## src/rtl/rs_stream_encoder.sv

```systemverilog
// Streaming systematic Reed-Solomon encoder with valid/ready flow control and a packed codeword view.
// Optional error injection on the emitted codeword is enabled by defining RS_ENC_ERR_INJECT_EN.
module rs_stream_encoder #(
  parameter int SYMBOL_WIDTH = 3,
  parameter int N = 7,
  parameter int K = 5,
  parameter logic [SYMBOL_WIDTH:0] PRIM_POLY = 4'b1011,
  parameter logic [(N-K)*SYMBOL_WIDTH-1:0] GEN_COEFFS = 6'b011_110
) (
  input  logic                      clk,
  input  logic                      reset,
  input  logic [SYMBOL_WIDTH-1:0]   in_data,
  input  logic                      in_valid,
  output logic                      in_ready,
  output logic [SYMBOL_WIDTH-1:0]   out_data,
  output logic                      out_valid,
  input  logic                      out_ready,
  output logic                      out_first,
  output logic                      out_last,
`ifdef RS_ENC_ERR_INJECT_EN
  input  logic                      inj_en,
  input  logic [$clog2(N)-1:0]      inj_pos,
  input  logic [SYMBOL_WIDTH-1:0]   inj_mask,
`endif
  output logic [N*SYMBOL_WIDTH-1:0] cw_data,
  output logic                      cw_valid
);

  localparam int W = SYMBOL_WIDTH;
  localparam int P = N - K;
  localparam int CNT_W = $clog2(N);

  typedef logic [W-1:0] sym_t;
  typedef enum logic {ST_MSG, ST_PAR} state_t;

  // Symbols are bit-reversed (MSB = x^0), so reverse into standard order, multiply, reverse back.
  function automatic sym_t gf_mul(input sym_t a, input sym_t b);
    sym_t as_std;
    sym_t bs_std;
    sym_t acc;
    sym_t res;
    logic [W:0] tmp;
    for (int i = 0; i < W; i++) begin
      as_std[i] = a[W-1-i];
      bs_std[i] = b[W-1-i];
    end
    acc = '0;
    for (int i = W - 1; i >= 0; i--) begin
      tmp = {acc, 1'b0};
      if (tmp[W]) tmp = tmp ^ PRIM_POLY;
      acc = tmp[W-1:0];
      if (bs_std[i]) acc = acc ^ as_std;
    end
    for (int i = 0; i < W; i++) res[i] = acc[W-1-i];
    return res;
  endfunction

  state_t             state_reg, state_next;
  logic [CNT_W-1:0]   cnt_reg, cnt_next;
  sym_t               lfsr_reg [P];
  sym_t               lfsr_next [P];
  sym_t               lfsr_upd [P];
  sym_t               lfsr_sh [P];
  sym_t               shadow_reg [N];
  logic [N*W-1:0]     shadow_flat;
  sym_t               out_data_reg, out_data_next;
  logic               out_valid_reg, out_valid_next;
  logic               out_first_reg, out_first_next;
  logic               out_last_reg, out_last_next;
  logic [N*W-1:0]     cw_data_reg;
  logic               cw_valid_reg;

  logic               out_free;
  logic               accept;
  logic               out_hs;
  sym_t               fb;
  sym_t               load_sym;
  sym_t               inj_xor;
  logic               shadow_we;
  sym_t               shadow_wdata;

  assign out_free = !out_valid_reg || out_ready;
  assign in_ready = (state_reg == ST_MSG) && out_free;
  assign accept   = in_valid && in_ready;
  assign out_hs   = out_valid_reg && out_ready;
  assign fb       = in_data ^ lfsr_reg[P-1];

  generate
    for (genvar gi = 0; gi < P; gi++) begin : g_lfsr
      if (gi == 0) begin : g_low
        assign lfsr_upd[gi] = gf_mul(fb, GEN_COEFFS[gi*W +: W]);
        assign lfsr_sh[gi]  = '0;
      end else begin : g_high
        assign lfsr_upd[gi] = lfsr_reg[gi-1] ^ gf_mul(fb, GEN_COEFFS[gi*W +: W]);
        assign lfsr_sh[gi]  = lfsr_reg[gi-1];
      end
    end
    for (genvar gi = 0; gi < N; gi++) begin : g_flat
      assign shadow_flat[(N-1-gi)*W +: W] = shadow_reg[gi];
    end
  endgenerate

`ifdef RS_ENC_ERR_INJECT_EN
  logic             inj_en_reg;
  logic [CNT_W-1:0] inj_pos_reg;
  sym_t             inj_mask_reg;
  logic             first_hs;
  logic             inj_en_eff;
  logic [CNT_W-1:0] inj_pos_eff;
  sym_t             inj_mask_eff;

  // Settings captured at the symbol-0 handshake also apply to the symbol loaded on that same edge.
  assign first_hs     = out_hs && out_first_reg;
  assign inj_en_eff   = first_hs ? inj_en   : inj_en_reg;
  assign inj_pos_eff  = first_hs ? inj_pos  : inj_pos_reg;
  assign inj_mask_eff = first_hs ? inj_mask : inj_mask_reg;
  assign inj_xor = (inj_en_eff && inj_pos_eff == cnt_reg && cnt_reg != '0) ? inj_mask_eff : '0;

  always_ff @(posedge clk) begin
    if (reset) begin
      inj_en_reg   <= 1'b0;
      inj_pos_reg  <= '0;
      inj_mask_reg <= '0;
    end else if (first_hs) begin
      inj_en_reg   <= inj_en;
      inj_pos_reg  <= inj_pos;
      inj_mask_reg <= inj_mask;
    end
  end
`else
  assign inj_xor = '0;
`endif

  always_comb begin
    state_next     = state_reg;
    cnt_next       = cnt_reg;
    lfsr_next      = lfsr_reg;
    out_data_next  = out_data_reg;
    out_valid_next = out_valid_reg && !out_ready;
    out_first_next = out_first_reg;
    out_last_next  = out_last_reg;
    load_sym       = '0;
    shadow_we      = 1'b0;
    shadow_wdata   = '0;
    case (state_reg)
      ST_MSG: begin
        if (accept) begin
          load_sym       = in_data;
          lfsr_next      = lfsr_upd;
          shadow_we      = 1'b1;
          out_valid_next = 1'b1;
          out_first_next = (cnt_reg == '0);
          out_last_next  = 1'b0;
          cnt_next       = cnt_reg + CNT_W'(1);
          if (cnt_reg == CNT_W'(K - 1)) state_next = ST_PAR;
        end
      end
      ST_PAR: begin
        if (out_free) begin
          load_sym       = lfsr_reg[P-1];
          lfsr_next      = lfsr_sh;
          shadow_we      = 1'b1;
          out_valid_next = 1'b1;
          out_first_next = 1'b0;
          out_last_next  = (cnt_reg == CNT_W'(N - 1));
          cnt_next       = cnt_reg + CNT_W'(1);
          if (cnt_reg == CNT_W'(N - 1)) begin
            state_next = ST_MSG;
            cnt_next   = '0;
            for (int j = 0; j < P; j++) lfsr_next[j] = '0;
          end
        end
      end
      default: state_next = ST_MSG;
    endcase
    if (shadow_we) begin
      shadow_wdata  = load_sym ^ inj_xor;
      out_data_next = load_sym ^ inj_xor;
    end
  end

  always_ff @(posedge clk) begin
    if (reset) begin
      state_reg     <= ST_MSG;
      cnt_reg       <= '0;
      for (int j = 0; j < P; j++) lfsr_reg[j] <= '0;
      out_data_reg  <= '0;
      out_valid_reg <= 1'b0;
      out_first_reg <= 1'b0;
      out_last_reg  <= 1'b0;
      cw_data_reg   <= '0;
      cw_valid_reg  <= 1'b0;
    end else begin
      state_reg     <= state_next;
      cnt_reg       <= cnt_next;
      lfsr_reg      <= lfsr_next;
      out_data_reg  <= out_data_next;
      out_valid_reg <= out_valid_next;
      out_first_reg <= out_first_next;
      out_last_reg  <= out_last_next;
      // The next frame may write shadow[0] on this same edge; cw_data takes the old contents.
      cw_valid_reg  <= out_hs && out_last_reg;
      if (out_hs && out_last_reg) cw_data_reg <= shadow_flat;
    end
  end

  always_ff @(posedge clk) begin
    if (shadow_we) shadow_reg[cnt_reg] <= shadow_wdata;
`ifdef RS_ENC_ERR_INJECT_EN
    if (!reset && first_hs && inj_en && inj_pos == '0) shadow_reg[0] <= shadow_reg[0] ^ inj_mask;
`endif
  end

  assign out_data  = out_data_reg;
  assign out_valid = out_valid_reg;
  assign out_first = out_first_reg;
  assign out_last  = out_last_reg;
  assign cw_data   = cw_data_reg;
  assign cw_valid  = cw_valid_reg;

endmodule

```

## config.mk

```make
export PLATFORM = sky130hd
export DESIGN_NAME = rs_stream_encoder
export DESIGN_NICKNAME = d
export VERILOG_FILES = /design/src/rtl/rs_stream_encoder.sv
export SDC_FILE = /design/constraint.sdc
export NUM_CORES = 1
export LEC_CHECK = 0
export CORE_ASPECT_RATIO = 0.75
export CORE_MARGIN = 1.5
export CORE_UTILIZATION = 32
export DETAILED_ROUTE_END_ITERATION = 12
export GPL_ROUTABILITY_DRIVEN = 1
export PLACE_DENSITY = 0.64
export SYNTH_ARGS = -nofsm -noshare
export SYNTH_HDL_FRONTEND = slang
export SYNTH_SLANG_ARGS = --single-unit
```

## constraint.sdc

```tcl
create_clock -name clk -period 2.18 [get_ports clk]
set_clock_uncertainty 0.1 [all_clocks]
set_input_delay 0.545 -clock clk [delete_from_list [all_inputs] [get_ports clk]]
set_output_delay 0.545 -clock clk [all_outputs]
set_load 0.005 [all_outputs]
```

==> results of run 1 <==
final timing paths:
path | endpoint | from | slack [ns] | cells after the start
hold reg to reg | cw_data[18]$_SDFFE_PP0P_ | cw_data[18]$_SDFFE_PP0P_ | 0.35 | 2
setup reg to reg | shadow_reg[2][1]$_DFFE_PP_ | state_reg$_SDFF_PP0_ | 0.50 | 4
setup / recovery | in_ready | out_ready | 0.11 | 4
hold / removal | cw_data[18]$_SDFFE_PP0P_ | cw_data[18]$_SDFFE_PP0P_ | 0.35 | 2
power by group through the flow:
stage | Combinational [uW] | Clock [uW] | Sequential, uW
3_3_place_gp | 311 | 0 | 1240
6_report | 316 | 1080 | 1210
5_1_grt | 352 | 1160 | 1220
4_1_cts | 317 | 1110 | 1210
3_5_place_dp | 315 | 0 | 1240
2_1_floorplan | 200 | 0 | 1230
final cells by class:
| class | instances | share of cell area [%] |
|---|---|---|
| inverter | 4 | 0.488 |
| tap | 84 | 3.42 |
| timing repair buffer | 62 | 18.0 |
| clock buffer | 11 | 4.60 |
| multi-input combinational | 147 | 25.8 |
| sequential | 59 | 45.2 |
| clock inverter | 5 | 2.48 |
worst max-delay path, cell delays in order:
cell,delay (ns)
clkdlybuf4s15_1,0.24
nor2b_2,0.06
nor2_1,0.08
clkdlybuf4s50_1,0.50
metrics by stage:
stage	setup TNS, ns	instance area (um^2)
2_1_floorplan	0	2250
3_3_place_gp	-0.843	2860
3_5_place_dp	-1.17	2860
4_1_cts	0	3070
5_1_grt	0	3080
6_report	0	3080
logic make-up (layout without fill, tap and decap cells):
family                   Yosys count  in the layout  share of synthesized area [%]
AO/OA/AOI/OAI                     46             46                           12.2
XOR/XNOR                           8              8                           4.17
flip-flops                        59             59                           61.8
buffers and inverters             18             82                           3.06
AND/OR/NAND/NOR                   90             90                           17.1
adder cells (fa/ha/maj)            3              3                           1.67
placed cells by master (no fill, tap or decap), types with 3 or more instances in the layout:
cell type,netlist,layout
a21oi_1,32,32
a22oi_1,5,5
buf_4,0,27
clkbuf_8,0,10
clkdlybuf4s50_1,0,34
dfxtp_1,38,38
edfxtp_1,21,21
ha_1,3,3
inv_1,4,4
nand2_1,46,46
nand3_1,4,4
nor2_1,21,21
nor3_1,6,6
nor4_1,4,4
xnor2_1,5,5
routing by layer:
metal / GRT usage (%) / vias up
met3: 5.14 / 5
met2: 21.6 / 33
li1: - / 887
met4: 7.04 / 0
met1: 18.3 / 818
met5: 0 / -
timing repair:
item | CTS | global route
gates cloned | 0 | 0
resized for setup | 1 | 2
setup buffers | 0 | 0
setup endpoints to repair | 1 | 1
==> flow_summary_export.csv, run 1 <==
group,metric,value,unit
power_and_ir_drop,leakage,0.00110,uW
layout,multiInputGateArea,793,um^2
layout,fin_nets,293,
detailed_routing,first_iter_violations,63,
logic_synthesis,ys.flop_type,"dfxtp_1",
setup_path,worstSetupPathType,"input pin to output port",
clock_network,cts_tree,"yes",
logic_synthesis,synth_top_area_cell,"dfxtp_1",
placement,dpl.hpwl,3.30,mm
clock_network,cts_buffers,9,
sta,setup_viol,0,
detailed_routing,route.met2.wl,2.08,mm
layout,fin_cells,372,
floorplanning,die_area,7550,um^2
power_and_ir_drop,swShare,22.4,%
layout,area_delta_synth_final,36.6,%
global_routing,overflow,0,
floorplanning,core_area,6800,um^2
sta,holdWs,0.354,ns
power_and_ir_drop,switchingPower,582,uW
logic_synthesis,synth_area_per_cell,10.0,um^2
logic_synthesis,synth_area_leaders,"dfxtp_1 34%, edfxtp_1 28%, nand2_1 7.7%",
detailed_routing,viasPerCell,4.69,
hold_path,hold_class,"flip-flop to flip-flop",
sta,timing.final.crit_share,95.1,%
logic_synthesis,synth_top_cell_area_share,33.8,%
detailed_routing,route.vias.total,1743,
floorplanning,floorplan.die.height,75.6,um
power_and_ir_drop,finalPower,2610,uW
logic_synthesis,synth_common_cells,"46 x nand2_1, 38 x dfxtp_1, 32 x a21oi_1",
detailed_routing,wl_met1,2.42,mm
clock_network,worstSkewPairLatency,0.33,ns
logic_synthesis,synth_edf_count,21,
layout,regArea,1390,um^2
global_routing,grt.total_usage,14.3,%
detailed_routing,ant_nets,0,
layout,antenna_cells,0,
global_routing,grt_max_degree,23,
detailed_routing,routed-wl-met3,210,um
sta,post-route-min-period,2.07,ns
detailed_routing,routedWlPerCell,12.8,um
clock_network,htree_levels,3,
global_routing,first_global_vias,1651,
clock_network,clk_pin_slew,0.07,ns
logic_synthesis,yosysMostFrequentCell,"nand2_1",
layout,fin_util,45.2,%
detailed_routing,drc,0,
floorplanning,initial_core_util,33.1,%
floorplanning,rows,26,
setup_path,cp.arrival,1.43,ns
logic_synthesis,seq_area_frac_synth,61.8,%
layout,n_fill_cell,654,
power_and_ir_drop,pwr-share-comb,12.1,%
logic_synthesis,synth.cell_area,2250,um^2
clock_network,ctsHoldBuffers,0,
logic_synthesis,synth_cell_types,32,
setup_path,crit_fanout,4,
setup_path,required,1.53,ns
global_routing,grt_pass1_wl,7.98,mm
detailed_routing,routed.top_layer,"met4",
floorplanning,die_x,99.8,um
power_and_ir_drop,clock_power_share,41.4,%
detailed_routing,dr.pass1.iters,4,
power_and_ir_drop,p_seq_share,46.5,%
sta,worstMarginPinSlew,0.423,ns
setup_path,start_kind,"input pin",
job,cap_violations,0,
sta,setup_ws,0.107,ns
power_and_ir_drop,intPower,2020,uW
placement,dpl.cell_count,356,
global_routing,antenna_found_initial,0,
logic_synthesis,synth_async_sr_flop_share,0,%
sta,max_freq,482,MHz
run_status,status,"finished clean",
sta,maxSlewViolCount,0,
detailed_routing,wl,4.78,mm
sta,slew_headroom,71.6,%
clock_network,clockBufferDepth,2,
sta,hold_viol_final,0,
floorplanning,ios,36,
clock_network,root_buffer,"clkbuf_8",
logic_synthesis,synth_cells,224,
clock_network,clkSinkCount,59,
logic_synthesis,syn-num-nets,234,
power_and_ir_drop,powerDensity,847,nW/um^2
power_and_ir_drop,peakVddDrop,0.348,mV
setup_path,critPathCaptureType,"output port",
sta,rsz0062_at_grt,"no",
layout,drive_gt1_share,16.0,%
placement,port_buffers,35,
logic_synthesis,synth.yosys.warnings,0,
placement,finalWeightedCongestion,0.846,
placement,dp_slack,-0.182,ns
logic_synthesis,ys_ff_latch,59,
Note: power is estimated with default switching activity, not from simulation.
==> run 2: changes to the inputs <==
--- a/config.mk
+++ b/config.mk
@@ -7,2 +7,3 @@
 export LEC_CHECK = 0
+export CAP_MARGIN = 20
 export CORE_ASPECT_RATIO = 0.75
@@ -13,2 +14,3 @@
 export PLACE_DENSITY = 0.64
+export SKIP_CTS_REPAIR_TIMING = 1
 export SYNTH_ARGS = -nofsm -noshare
==> constraint.sdc (replaced) <==
create_clock -name clk -period 2.18 [get_ports clk]
set_clock_uncertainty 0.1 [all_clocks]
set_input_delay 0.327 -clock clk [delete_from_list [all_inputs] [get_ports clk]]
set_output_delay 0.327 -clock clk [all_outputs]
set_load 0.005 [all_outputs]
==> flow_summary_export.csv, run 2 (synthesis results as in run 1) <==
group,metric,value,unit
detailed_routing,dr.pass1.iters,4,
sta,max_freq,495,MHz
setup_path,cp_cell_sequence,"nor2_1 -> clkdlybuf4s50_1",
setup_path,start_kind,"flip-flop",
clock_network,htree_levels,3,
hold_path,hold_class,"flip-flop to flip-flop",
floorplanning,rows,26,
power_and_ir_drop,peakVddDrop,0.412,mV
placement,finalWeightedCongestion,0.789,
clock_network,cts_tree,"yes",
global_routing,antenna_found_initial,0,
global_routing,grt_max_degree,23,
power_and_ir_drop,powerDensity,889,nW/um^2
detailed_routing,viasPerCell,4.66,
placement,dpl.cell_count,349,
placement,port_buffers,35,
setup_path,max_stage_delay,0.69,ns
setup_path,cp.arrival,1.59,ns
sta,post-route-min-period,2.02,ns
clock_network,clockBufferDepth,2,
clock_network,root_buffer,"clkbuf_8",
power_and_ir_drop,leakage,0.00108,uW
run_status,status,"finished clean",
sta,worstMarginPinSlew,0.586,ns
layout,multiInputGateArea,791,um^2
sta,slew_headroom,60.9,%
floorplanning,initial_core_util,33.1,%
floorplanning,core_area,6800,um^2
global_routing,first_global_vias,1715,
sta,setup_viol,0,
detailed_routing,route.vias.total,1700,
detailed_routing,wl,4.79,mm
layout,mostFrequentLayoutCells,"46 x nand2_1, 38 x dfxtp_1, 35 x clkdlybuf4s50_1, 32 x a21oi_1",
setup_path,crit_fanout,17,
setup_path,crit_buf_inv,1,
sta,timing.final.crit_share,92.6,%
detailed_routing,ant_nets,0,
global_routing,overflow,0,
sta,rsz0062_at_grt,"no",
detailed_routing,first_iter_violations,91,
layout,drive_gt1_share,13.9,%
sta,maxSlewViolCount,0,
sta,hold_viol_final,0,
floorplanning,floorplan.die.height,75.6,um
layout,regArea,1390,um^2
detailed_routing,routedWlPerCell,13.1,um
setup_path,required,1.75,ns
power_and_ir_drop,finalPower,2710,uW
layout,fin_cells,365,
clock_network,clkSinkCount,59,
floorplanning,die_x,99.8,um
global_routing,grt.total_usage,14.5,%
placement,dpl.hpwl,3.34,mm
layout,antenna_cells,0,
clock_network,worstSkewPairLatency,0.33,ns
layout,area_delta_synth_final,35.2,%
floorplanning,ios,36,
detailed_routing,drc,0,
floorplanning,die_area,7550,um^2
clock_network,cts_buffers,9,
layout,fin_nets,286,
job,cap_violations,0,
global_routing,grt_pass1_wl,8.14,mm
setup_path,critPathCaptureType,"output port",
clock_network,clk_pin_slew,0.07,ns
setup_path,critPathTopFamily,"flip-flops",
layout,final_common_cell,"nand2_1",
setup_path,critPathSlowestCell,"dfxtp_1",
sta,setup_tns,0,ns
setup_path,worstSetupPathType,"flip-flop to output port",
layout,n_fill_cell,649,
==> run 2: metal layers <==
layer	track usage, %	vias up	wire length [um]
li1	-	874	-
met1	17.8	783	2260
met2	22.3	39	2230
met3	6.33	4	265
met4	6.73	0	27
met5	0	-	0
==> run 2: layout make-up <==
type                    instances  share of cell area (%)
flip-flops and latches         59                    45.7
multi-input cells             147                    26.0
repair buffers                 55                    16.4
clock buffers                  11                    4.64
well taps                      84                    3.45
clock inverters                 5                    3.29
inverters                       4                   0.493
==> run 2: report_power, final <==
| group | total (uW) | internal (uW) | leakage (uW) | switching (uW) |
|---|---|---|---|---|
| clock | 1200 | 787 | 0.000123 | 416 |
| sequential | 1210 | 1180 | 0.000503 | 32.0 |
| combinational | 291 | 151 | 0.000457 | 140 |
| total | 2710 | 2120 | 0.00108 | 588 |
==> run 2: through the flow <==
| stage | utilization, % | hold slack [ns] | instance area, um^2 | setup WS [ns] |
|---|---|---|---|---|
| floorplan | - | 0.326 | 2250 | 0.415 |
| global placement | 41.2 | 0.344 | 2800 | 0.114 |
| detailed placement | 41.2 | 0.352 | 2800 | 0.0744 |
| CTS | 44.8 | 0.362 | 3040 | 0.148 |
| global route | 44.8 | 0.381 | 3040 | 0.0359 |
| finish | 44.8 | 0.358 | 3040 | 0.161 |
==> run 2: final timing paths <==
kind | start | to | slack [ns] | depth (start not counted)
min reg2reg | cw_data[4]$_SDFFE_PP0P_ | cw_data[4]$_SDFFE_PP0P_ | 0.36 | 2
min | cw_data[4]$_SDFFE_PP0P_ | cw_data[4]$_SDFFE_PP0P_ | 0.36 | 2
max | state_reg$_SDFF_PP0_ | in_ready | 0.16 | 2
max reg2reg | state_reg$_SDFF_PP0_ | shadow_reg[2][1]$_DFFE_PP_ | 0.35 | 3
==> run 2: worst min-delay path, stage by stage (launching register included) <==
cell and delay (ns):
dfxtp_1 0.31, nand2_1 0.05, a21oi_1 0.05
